<file path="config.mk">
export PLATFORM = sky130hd
export DESIGN_NAME = multi_cycle_ctrl_flat
export DESIGN_NICKNAME = d
export VERILOG_FILES = /design/src/rtl/multi_cycle_ctrl_if.sv /design/src/rtl/multi_cycle_ctrl.sv /design/src/flat_wrapper.sv
export SDC_FILE = /design/constraint.sdc
export NUM_CORES = 1
export LEC_CHECK = 0
export BUFFER_PORTS_ARGS = -buffer_cell sky130_fd_sc_hd__buf_2
export CAP_MARGIN = 10
export CORE_ASPECT_RATIO = 0.9
export CORE_UTILIZATION = 35
export CTS_BUF_LIST = sky130_fd_sc_hd__clkbuf_4 sky130_fd_sc_hd__clkbuf_8
export DETAILED_ROUTE_END_ITERATION = 10
export SETUP_SLACK_MARGIN = 0.2
export SLEW_MARGIN = 20
export SYNTH_ARGS = -nofsm -noshare
export SYNTH_HDL_FRONTEND = slang
export SYNTH_SLANG_ARGS = --single-unit
</file>
<file path="constraint.sdc">
create_clock -name clk -period 2.75 [get_ports clk]
set_input_delay 0.275 -clock clk [delete_from_list [all_inputs] [get_ports clk]]
set_output_delay 0.275 -clock clk [all_outputs]
set_load 0.005 [all_outputs]
</file>
<file path="src/rtl/multi_cycle_ctrl_if.sv">
// Handshake and control bundle between the multi-cycle control FSM and its datapath.
// Optional PERF_CNT_EN adds the cycles/stalls performance counter outputs.
interface multi_cycle_ctrl_if #(
    parameter int CNT_W = 32
);
    logic             run;
    logic [5:0]       opcode;
    logic [5:0]       funct;
    logic             zero;
    logic             mem_ready;

    logic             pc_write;
    logic             pc_write_cond;
    logic             iord;
    logic             mem_read;
    logic             mem_write;
    logic             ir_write;
    logic             mem_to_reg;
    logic             reg_dst;
    logic             reg_write;
    logic             alu_src_a;
    logic [1:0]       alu_src_b;
    logic [2:0]       alu_ctr;
    logic [1:0]       pc_source;

    logic [3:0]       state;
    logic             illegal;
    logic [CNT_W-1:0] retired;
`ifdef PERF_CNT_EN
    logic [CNT_W-1:0] cycles;
    logic [CNT_W-1:0] stalls;
`endif

    // Datapath / sequencer side: drives instruction fields and handshakes, observes controls.
    modport master (
        output run, opcode, funct, zero, mem_ready,
        input  pc_write, pc_write_cond, iord, mem_read, mem_write, ir_write,
               mem_to_reg, reg_dst, reg_write, alu_src_a, alu_src_b, alu_ctr,
               pc_source, state, illegal, retired
`ifdef PERF_CNT_EN
        , input cycles, stalls
`endif
    );

    // Control FSM side.
    modport slave (
        input  run, opcode, funct, zero, mem_ready,
        output pc_write, pc_write_cond, iord, mem_read, mem_write, ir_write,
               mem_to_reg, reg_dst, reg_write, alu_src_a, alu_src_b, alu_ctr,
               pc_source, state, illegal, retired
`ifdef PERF_CNT_EN
        , output cycles, stalls
`endif
    );
endinterface

</file>
<file path="src/rtl/multi_cycle_ctrl.sv">
// Multi-cycle MIPS-subset control FSM: fetch/decode/execute/memory/writeback sequencing,
// handshaked memory with timeout trap, illegal-opcode trap and retired-instruction counter.
// Optional feature macro: PERF_CNT_EN (cycles and stalls counters).
//
// state | meaning
// IDLE  | parked, all controls low, waits for run
// IF    | instruction fetch, waits for mem_ready, PC += 4
// ID    | decode, branch target into ALUOut
// EX    | ALU operation / branch / jump
// MEMA  | data memory access, waits for mem_ready
// WB    | register file write
// TRAP  | illegal opcode or memory timeout, sticky until reset
module multi_cycle_ctrl #(
    parameter int CNT_W   = 32,
    parameter int MEM_TMO = 15
) (
    input  logic              clk,
    input  logic              rst_n,
    multi_cycle_ctrl_if.slave bus
);
    localparam logic [3:0] S_IDLE = 4'd0;
    localparam logic [3:0] S_IF   = 4'd1;
    localparam logic [3:0] S_ID   = 4'd2;
    localparam logic [3:0] S_EX   = 4'd3;
    localparam logic [3:0] S_MEMA = 4'd4;
    localparam logic [3:0] S_WB   = 4'd5;
    localparam logic [3:0] S_TRAP = 4'd6;

    localparam logic [5:0] OP_R    = 6'h00;
    localparam logic [5:0] OP_J    = 6'h02;
    localparam logic [5:0] OP_BEQ  = 6'h04;
    localparam logic [5:0] OP_ADDI = 6'h08;
    localparam logic [5:0] OP_ORI  = 6'h0D;
    localparam logic [5:0] OP_LW   = 6'h23;
    localparam logic [5:0] OP_SW   = 6'h2B;

    localparam logic [2:0] ALU_AND = 3'b000;
    localparam logic [2:0] ALU_OR  = 3'b001;
    localparam logic [2:0] ALU_ADD = 3'b010;
    localparam logic [2:0] ALU_SUB = 3'b110;
    localparam logic [2:0] ALU_SLT = 3'b111;

    // Down-counter holds remaining not-ready cycles before the timeout fires.
    localparam int              TMR_W    = (MEM_TMO > 1) ? $clog2(MEM_TMO) : 1;
    localparam logic [TMR_W-1:0] TMR_INIT = (MEM_TMO > 0) ? TMR_W'(MEM_TMO - 1) : '0;

    logic [3:0]       state_q, state_nxt;
    logic [TMR_W-1:0] tmr_q;
    logic [CNT_W-1:0] retired_q;
    logic             retire;
    logic             tmo_hit;
    logic             is_r, is_lw, is_sw, is_beq, is_j, is_addi, is_ori;
    logic             funct_ok;
    logic [2:0]       r_alu;
    logic [3:0]       boundary;

    assign is_r    = (bus.opcode == OP_R);
    assign is_lw   = (bus.opcode == OP_LW);
    assign is_sw   = (bus.opcode == OP_SW);
    assign is_beq  = (bus.opcode == OP_BEQ);
    assign is_j    = (bus.opcode == OP_J);
    assign is_addi = (bus.opcode == OP_ADDI);
    assign is_ori  = (bus.opcode == OP_ORI);

    assign tmo_hit  = (MEM_TMO != 0) && (tmr_q == '0);
    assign boundary = bus.run ? S_IF : S_IDLE;

    // R-type funct decode to ALU operation and legality.
    always_comb begin
        funct_ok = 1'b1;
        r_alu    = ALU_ADD;
        case (bus.funct)
            6'h20:   r_alu = ALU_ADD;
            6'h22:   r_alu = ALU_SUB;
            6'h24:   r_alu = ALU_AND;
            6'h25:   r_alu = ALU_OR;
            6'h2A:   r_alu = ALU_SLT;
            default: funct_ok = 1'b0;
        endcase
    end

    // Next-state and retire decision.
    always_comb begin
        state_nxt = state_q;
        retire    = 1'b0;
        case (state_q)
            S_IDLE: if (bus.run) state_nxt = S_IF;
            S_IF: begin
                if (bus.mem_ready)  state_nxt = S_ID;
                else if (tmo_hit)   state_nxt = S_TRAP;
            end
            S_ID: begin
                if ((is_r && funct_ok) || is_lw || is_sw || is_beq || is_j || is_addi || is_ori)
                    state_nxt = S_EX;
                else
                    state_nxt = S_TRAP;
            end
            S_EX: begin
                if (is_beq || is_j) begin
                    retire    = 1'b1;
                    state_nxt = boundary;
                end else if (is_lw || is_sw) begin
                    state_nxt = S_MEMA;
                end else begin
                    state_nxt = S_WB;
                end
            end
            S_MEMA: begin
                if (bus.mem_ready) begin
                    if (is_lw) begin
                        state_nxt = S_WB;
                    end else begin
                        retire    = 1'b1;
                        state_nxt = boundary;
                    end
                end else if (tmo_hit) begin
                    state_nxt = S_TRAP;
                end
            end
            S_WB: begin
                retire    = 1'b1;
                state_nxt = boundary;
            end
            S_TRAP:  state_nxt = S_TRAP;
            default: state_nxt = S_IDLE;
        endcase
    end

    // State, wait timer and retired counter; the timer reloads on every state change.
    always_ff @(posedge clk) begin
        if (!rst_n) begin
            state_q   <= S_IDLE;
            tmr_q     <= '0;
            retired_q <= '0;
        end else begin
            state_q <= state_nxt;
            if (state_nxt != state_q)
                tmr_q <= TMR_INIT;
            else if (tmr_q != '0)
                tmr_q <= tmr_q - 1'b1;
            if (retire)
                retired_q <= retired_q + CNT_W'(1);
        end
    end

    // Moore control decode; forced low while reset is asserted so no write commits.
    always_comb begin
        bus.pc_write      = 1'b0;
        bus.pc_write_cond = 1'b0;
        bus.iord          = 1'b0;
        bus.mem_read      = 1'b0;
        bus.mem_write     = 1'b0;
        bus.ir_write      = 1'b0;
        bus.mem_to_reg    = 1'b0;
        bus.reg_dst       = 1'b0;
        bus.reg_write     = 1'b0;
        bus.alu_src_a     = 1'b0;
        bus.alu_src_b     = 2'd0;
        bus.alu_ctr       = ALU_AND;
        bus.pc_source     = 2'd0;
        if (rst_n) begin
            case (state_q)
                S_IF: begin
                    bus.mem_read = 1'b1;
                    if (bus.mem_ready) begin
                        bus.ir_write  = 1'b1;
                        bus.alu_src_b = 2'd1;
                        bus.alu_ctr   = ALU_ADD;
                        bus.pc_write  = 1'b1;
                    end
                end
                S_ID: begin
                    bus.alu_src_b = 2'd3;
                    bus.alu_ctr   = ALU_ADD;
                end
                S_EX: begin
                    if (is_r) begin
                        bus.alu_src_a = 1'b1;
                        bus.alu_ctr   = r_alu;
                    end else if (is_lw || is_sw || is_addi) begin
                        bus.alu_src_a = 1'b1;
                        bus.alu_src_b = 2'd2;
                        bus.alu_ctr   = ALU_ADD;
                    end else if (is_ori) begin
                        bus.alu_src_a = 1'b1;
                        bus.alu_src_b = 2'd2;
                        bus.alu_ctr   = ALU_OR;
                    end else if (is_beq) begin
                        bus.alu_src_a     = 1'b1;
                        bus.alu_ctr       = ALU_SUB;
                        bus.pc_write_cond = 1'b1;
                        bus.pc_source     = 2'd1;
                    end else if (is_j) begin
                        bus.pc_write  = 1'b1;
                        bus.pc_source = 2'd2;
                    end
                end
                S_MEMA: begin
                    bus.iord      = 1'b1;
                    bus.mem_read  = is_lw;
                    bus.mem_write = is_sw;
                end
                S_WB: begin
                    bus.reg_write  = 1'b1;
                    bus.reg_dst    = is_r;
                    bus.mem_to_reg = is_lw;
                end
                default: ;
            endcase
        end
    end

    assign bus.state   = state_q;
    assign bus.illegal = (state_q == S_TRAP);
    assign bus.retired = retired_q;

`ifdef PERF_CNT_EN
    logic [CNT_W-1:0] cycles_q, stalls_q;

    // Active-cycle and memory-stall counters, frozen in IDLE and TRAP.
    always_ff @(posedge clk) begin
        if (!rst_n) begin
            cycles_q <= '0;
            stalls_q <= '0;
        end else begin
            if (state_q != S_IDLE && state_q != S_TRAP)
                cycles_q <= cycles_q + CNT_W'(1);
            if ((state_q == S_IF || state_q == S_MEMA) && !bus.mem_ready)
                stalls_q <= stalls_q + CNT_W'(1);
        end
    end

    assign bus.cycles = cycles_q;
    assign bus.stalls = stalls_q;
`endif
endmodule

</file>
<file path="src/flat_wrapper.sv">
// flat-port wrapper written by rule: the top's interface ports become plain ports
module multi_cycle_ctrl_flat 
#(
    parameter int CNT_W   = 32,
    parameter int MEM_TMO = 15
)
  (clk, rst_n, bus_run, bus_opcode, bus_funct, bus_zero, bus_mem_ready, bus_pc_write, bus_pc_write_cond, bus_iord, bus_mem_read, bus_mem_write, bus_ir_write, bus_mem_to_reg, bus_reg_dst, bus_reg_write, bus_alu_src_a, bus_alu_src_b, bus_alu_ctr, bus_pc_source, bus_state, bus_illegal, bus_retired);
  multi_cycle_ctrl_if #(.CNT_W(CNT_W)) bus_i ();
  input  logic clk;
  input  logic rst_n;
  input wire logic [$bits(bus_i.run)-1:0] bus_run;
  input wire logic [$bits(bus_i.opcode)-1:0] bus_opcode;
  input wire logic [$bits(bus_i.funct)-1:0] bus_funct;
  input wire logic [$bits(bus_i.zero)-1:0] bus_zero;
  input wire logic [$bits(bus_i.mem_ready)-1:0] bus_mem_ready;
  output wire logic [$bits(bus_i.pc_write)-1:0] bus_pc_write;
  output wire logic [$bits(bus_i.pc_write_cond)-1:0] bus_pc_write_cond;
  output wire logic [$bits(bus_i.iord)-1:0] bus_iord;
  output wire logic [$bits(bus_i.mem_read)-1:0] bus_mem_read;
  output wire logic [$bits(bus_i.mem_write)-1:0] bus_mem_write;
  output wire logic [$bits(bus_i.ir_write)-1:0] bus_ir_write;
  output wire logic [$bits(bus_i.mem_to_reg)-1:0] bus_mem_to_reg;
  output wire logic [$bits(bus_i.reg_dst)-1:0] bus_reg_dst;
  output wire logic [$bits(bus_i.reg_write)-1:0] bus_reg_write;
  output wire logic [$bits(bus_i.alu_src_a)-1:0] bus_alu_src_a;
  output wire logic [$bits(bus_i.alu_src_b)-1:0] bus_alu_src_b;
  output wire logic [$bits(bus_i.alu_ctr)-1:0] bus_alu_ctr;
  output wire logic [$bits(bus_i.pc_source)-1:0] bus_pc_source;
  output wire logic [$bits(bus_i.state)-1:0] bus_state;
  output wire logic [$bits(bus_i.illegal)-1:0] bus_illegal;
  output wire logic [$bits(bus_i.retired)-1:0] bus_retired;
  assign bus_i.run = bus_run;
  assign bus_i.opcode = bus_opcode;
  assign bus_i.funct = bus_funct;
  assign bus_i.zero = bus_zero;
  assign bus_i.mem_ready = bus_mem_ready;
  assign bus_pc_write = bus_i.pc_write;
  assign bus_pc_write_cond = bus_i.pc_write_cond;
  assign bus_iord = bus_i.iord;
  assign bus_mem_read = bus_i.mem_read;
  assign bus_mem_write = bus_i.mem_write;
  assign bus_ir_write = bus_i.ir_write;
  assign bus_mem_to_reg = bus_i.mem_to_reg;
  assign bus_reg_dst = bus_i.reg_dst;
  assign bus_reg_write = bus_i.reg_write;
  assign bus_alu_src_a = bus_i.alu_src_a;
  assign bus_alu_src_b = bus_i.alu_src_b;
  assign bus_alu_ctr = bus_i.alu_ctr;
  assign bus_pc_source = bus_i.pc_source;
  assign bus_state = bus_i.state;
  assign bus_illegal = bus_i.illegal;
  assign bus_retired = bus_i.retired;
  multi_cycle_ctrl #(.CNT_W(CNT_W), .MEM_TMO(MEM_TMO)) u_core (.clk(clk), .rst_n(rst_n), .bus(bus_i));
endmodule
</file>
==> reports/metrics.sh <==
RUN_STATUS='completed'
POSTSYNTHREGISTERBITS=40
MAXCLOCKFREQUENCY_GHz=0.420
REGTOREGSETUPSLACK_NS=0.37
GRT_ANTENNA_BEFORE_REPAIR=0
DP_SLACK_NS=0.187
VIASPERCELL=5.37
CRITPATHLAUNCH='u_core.bus.state[3]'
SYNTHESIS.AREA_PER_INSTANCE_UM2=7.78
SYN-NUM-NETS=343
WORST_SLEW_PIN_SLEW_NS=0.697
PATH_CLK_SLEW_NS=0.08
SETUP_WS_NS=0.372
SYN2LAYOUT_AREA_GROWTH_PCT=22.0
FINAL.PERIOD_UTILIZATION_PCT=86.5
PLACED_CELL_AREA_MM2=0.00296
HTREE_LEVELS=2
FINAL.FILL_COUNT=724
FINAL_CORE_UTIL_PCT=44.0
CORE_AREA_MM2=0.00700
PLACE_INST=477
SLEW_HEADROOM_PCT=53.5
SYNTH_CELL_TYPE_COUNT=55
REGISTER_AREA_UM2=801
DETAILROUTE.VIA_COUNT=2604
SYNTH-EDFF-COUNT=0
POWERDENSITY_mW_PER_MM2=390
GRTUSAGETOTAL_PCT=17.7
REGTOREGENDPOINT='u_core.bus.retired[19]'
CRITICAL_PATH_PEAK_FANOUT=12
POST_SYNTHESIS_CELL_COUNT=325
SYNTH_ASYNC_SR_FLOP_SHARE_PCT=0
DRC=0
DETAIL-ROUTE-ANTENNA-NETS=0
TIMING.CRITICAL_PATH.TO='u_core.bus.retired[19]'
HOLD_PATH_CLASS='input port to flop'
ROUTABILITYCONGESTION=0.895
VIAS_IN_THE_FIRST_GLOBAL_ROUTE=2235
TOTALWIRELENGTH_UM=6560
CELLLEAKAGEPOWER_nW=1.33
CRIT_PATH_CELL_TRACE='nor4bb_1 > buf_4 > or3b_4 > o211ai_4 > nand4_4 > or4_1 > a21oi_1'
TOP_LIBRARY_CELLS_BY_USAGE_IN_THE_LAYOUT_FILL_AND_TAPS_ASIDE='sky130_fd_sc_hd__buf_2, sky130_fd_sc_hd__dfxtp_1, sky130_fd_sc_hd__nor2_1'
CP_SLOWEST_CELL='sky130_fd_sc_hd__or4_1'
SYNTH.TOP_CELLS.BY_AREA='sky130_fd_sc_hd__dfxtp_1, sky130_fd_sc_hd__nor2_1, sky130_fd_sc_hd__a21oi_1'
TIMING_WORST_SETUP_PATH_TYPE='flop to flop'
INSERTEDDIODECOUNT=0
GRT_OVERFLOW=0
FIRST_ITER_VIOLATIONS=158
FINAL_SETUP_TNS_NS=0
LAYOUT.CELLS.MOST_COMMON='sky130_fd_sc_hd__buf_2'
CRITPATHARRIVALTIME_NS=2.61
SYNTH.CELL_AREA_MM2=0.00253
SYNTH_LARGEST_TYPE_AREA_FRACTION_PCT=31.7
TIMING.RR.START='u_core.bus.state[3]'
SYNTHFLOPTYPE='sky130_fd_sc_hd__dfxtp_1'
CRITPATHCAPTURETYPE='flop'
POST_CTS.REPAIR.SETUP_BUFFERS=0
CLOCK_LATENCY_NS=0.30
HOLD_VIOL=0
RSZ0062_AT_GRT='false'
HOLD_BUF_CTS=0
ROUTEDWLPERCELL_UM=13.5
FP.DIEW_UM=91.6
INITIAL_UTIL_PCT=36.1
DRV_CAP=0
FINAL_MAX_SLEW_VIOL_COUNT=0
CTSROOTBUFFERMASTER='sky130_fd_sc_hd__clkbuf_8'
SYNTH-WARNING-COUNT=0
CP.REQUIRED_NS=2.98
DRT_PASS1_ITERATIONS=4
FINALHOLDWORSTSLACK_NS=0.339
SYNTH.YOSYS.SEQ_AREA_SHARE_PCT=31.7
TOTAL_SETUP_VIOLATIONS_REPORTED_AT_THE_END_OF_THE_FLOW=0
SETUP.WORST_PATH.START_CLASS='flop'
FINISH.NET_COUNT=409
FINISH.CELL_COUNT_WITHOUT_FILLERS=485
IO-PIN-COUNT=71
FINALPOWER_mW=1.20
DIE_Y_UM=82.6
NETLIST.TOP_CELL.BY_AREA='sky130_fd_sc_hd__dfxtp_1'
PLACEMENTROWS=29
MAX-CLOCK-PATH-BUFFERS=2
DETAILEDPLACEMENTHPWL_UM=4880
FINISH.INSTANCE_AREA_MM2=0.00308
GRT_MAX_DEGREE=22
TRITONCTS='done'
BUFFER_PORTS.INSERTED=69
CRITICAL-PATH-MAX-STAGE-DELAY_NS=0.47
MULTI_INPUT_AREA_MM2=0.00161
VDD_DROP_MAX_V=0.000174
TIMING.REG2REG.WORST_PATH_DEPTH=7
TRITONCTS_NUM_SINKS=40
MIN_PERIOD_NS=2.38
NUMBER_OF_BUFFERS_CREATED_BY_CTS=5
FIN_WORST_SKEW_NS=0.00854
FIRST_PASS_GRT_WIRE_LENGTH_UM=10700
CTS_RESIZED=0
FINAL_LAYOUT_SIZE_SUFFIX_GT1_SHARE_PCT=25.3
FP.DIEAREA_MM2=0.00757
[Yosys cell counts (2+ instances only)]
| cell | number |
|---|---|
| sky130_fd_sc_hd__xnor2_1 | 7 |
| sky130_fd_sc_hd__and4b_1 | 3 |
| sky130_fd_sc_hd__nor4bb_1 | 2 |
| sky130_fd_sc_hd__clkbuf_1 | 12 |
| sky130_fd_sc_hd__nor4_1 | 3 |
| sky130_fd_sc_hd__nor2b_1 | 6 |
| sky130_fd_sc_hd__xor2_1 | 12 |
| sky130_fd_sc_hd__buf_6 | 2 |
| sky130_fd_sc_hd__and3_1 | 10 |
| sky130_fd_sc_hd__a21oi_1 | 22 |
| sky130_fd_sc_hd__nand3_1 | 13 |
| sky130_fd_sc_hd__a31oi_1 | 3 |
| sky130_fd_sc_hd__nand2b_1 | 4 |
| sky130_fd_sc_hd__or2_2 | 2 |
| sky130_fd_sc_hd__buf_1 | 2 |
| sky130_fd_sc_hd__nand2_1 | 23 |
| sky130_fd_sc_hd__mux2i_1 | 3 |
| sky130_fd_sc_hd__o31ai_1 | 7 |
| sky130_fd_sc_hd__or4b_2 | 3 |
| sky130_fd_sc_hd__inv_1 | 11 |
| sky130_fd_sc_hd__and4_1 | 5 |
| sky130_fd_sc_hd__and2_1 | 5 |
| sky130_fd_sc_hd__o21ai_0 | 16 |
| sky130_fd_sc_hd__or4_1 | 6 |
| sky130_fd_sc_hd__nand4_1 | 14 |
| sky130_fd_sc_hd__nor3b_1 | 5 |
| sky130_fd_sc_hd__o211ai_1 | 2 |
| sky130_fd_sc_hd__dfxtp_1 | 40 |
| sky130_fd_sc_hd__nor3_1 | 10 |
| sky130_fd_sc_hd__a21o_1 | 3 |
| sky130_fd_sc_hd__nor2_1 | 37 |
| sky130_fd_sc_hd__or3_1 | 9 |
[sequential cells by signal (all words and copies together), names as in the netlist]
register,flops
u_core.bus.retired,32
u_core.tmr_q,4
u_core.bus.state,4
[metal layers]
metal | GRT usage [%] | vias to the layer above | wire length [um]
met2 | 25.6 | 71 | 2830
met4 | 5.71 | 0 | 91
met3 | 3.48 | 11 | 332
met5 | 0 | - | 0
met1 | 26.0 | 1201 | 3310
li1 | - | 1321 | -
[cells by family (layout without fill, tap and decap cells)]
family	after synthesis	after routing	share of synthesized area [%]
mux	3	3	1.19
xor+xnor	19	19	6.58
simple gates	168	168	38.8
fa+ha+maj	1	1	0.495
flops	40	40	31.7
other cells	1	1	0.148
buf+inv	30	97	5.25
compound gates	63	63	15.8
[worst min-delay path by stage]
stage,from,to,slack (ns),cells past startpoint
after floorplan,u_core.bus.retired[31],u_core.bus.retired[31],0.47,2
after global placement,u_core.bus.retired[31],u_core.bus.retired[31],0.48,2
after detailed placement,u_core.bus.retired[31],u_core.bus.retired[31],0.49,2
after CTS,rst_n,u_core.bus.retired[23],0.33,3
after global routing,rst_n,u_core.bus.retired[14],0.35,3
final,rst_n,u_core.bus.retired[23],0.34,3
[worst max-delay path: cells and delay by family (launching register included)]
| kind | cells | cell delay [ns] |
|---|---|---|
| compound gates | 2 | 0.29 |
| simple gates | 4 | 1.43 |
| buf+inv | 1 | 0.19 |
| flops | 1 | 0.39 |
[where the power goes]
group	switching (mW)	total [mW]	internal, mW
clock network	0.216	0.485	0.269
logic	0.0733	0.122	0.0487
registers	0.00898	0.596	0.587
[area by class of cell]
type | instances | area share, %
Tap cell | 93 | 3.77
Sequential cell | 40 | 26.0
Clock buffer | 5 | 2.23
Timing Repair Buffer | 77 | 13.1
Inverter | 12 | 1.46
Clock inverter | 3 | 1.38
Multi-Input combinational cell | 255 | 52.0
(Power assumes the default switching activity.)
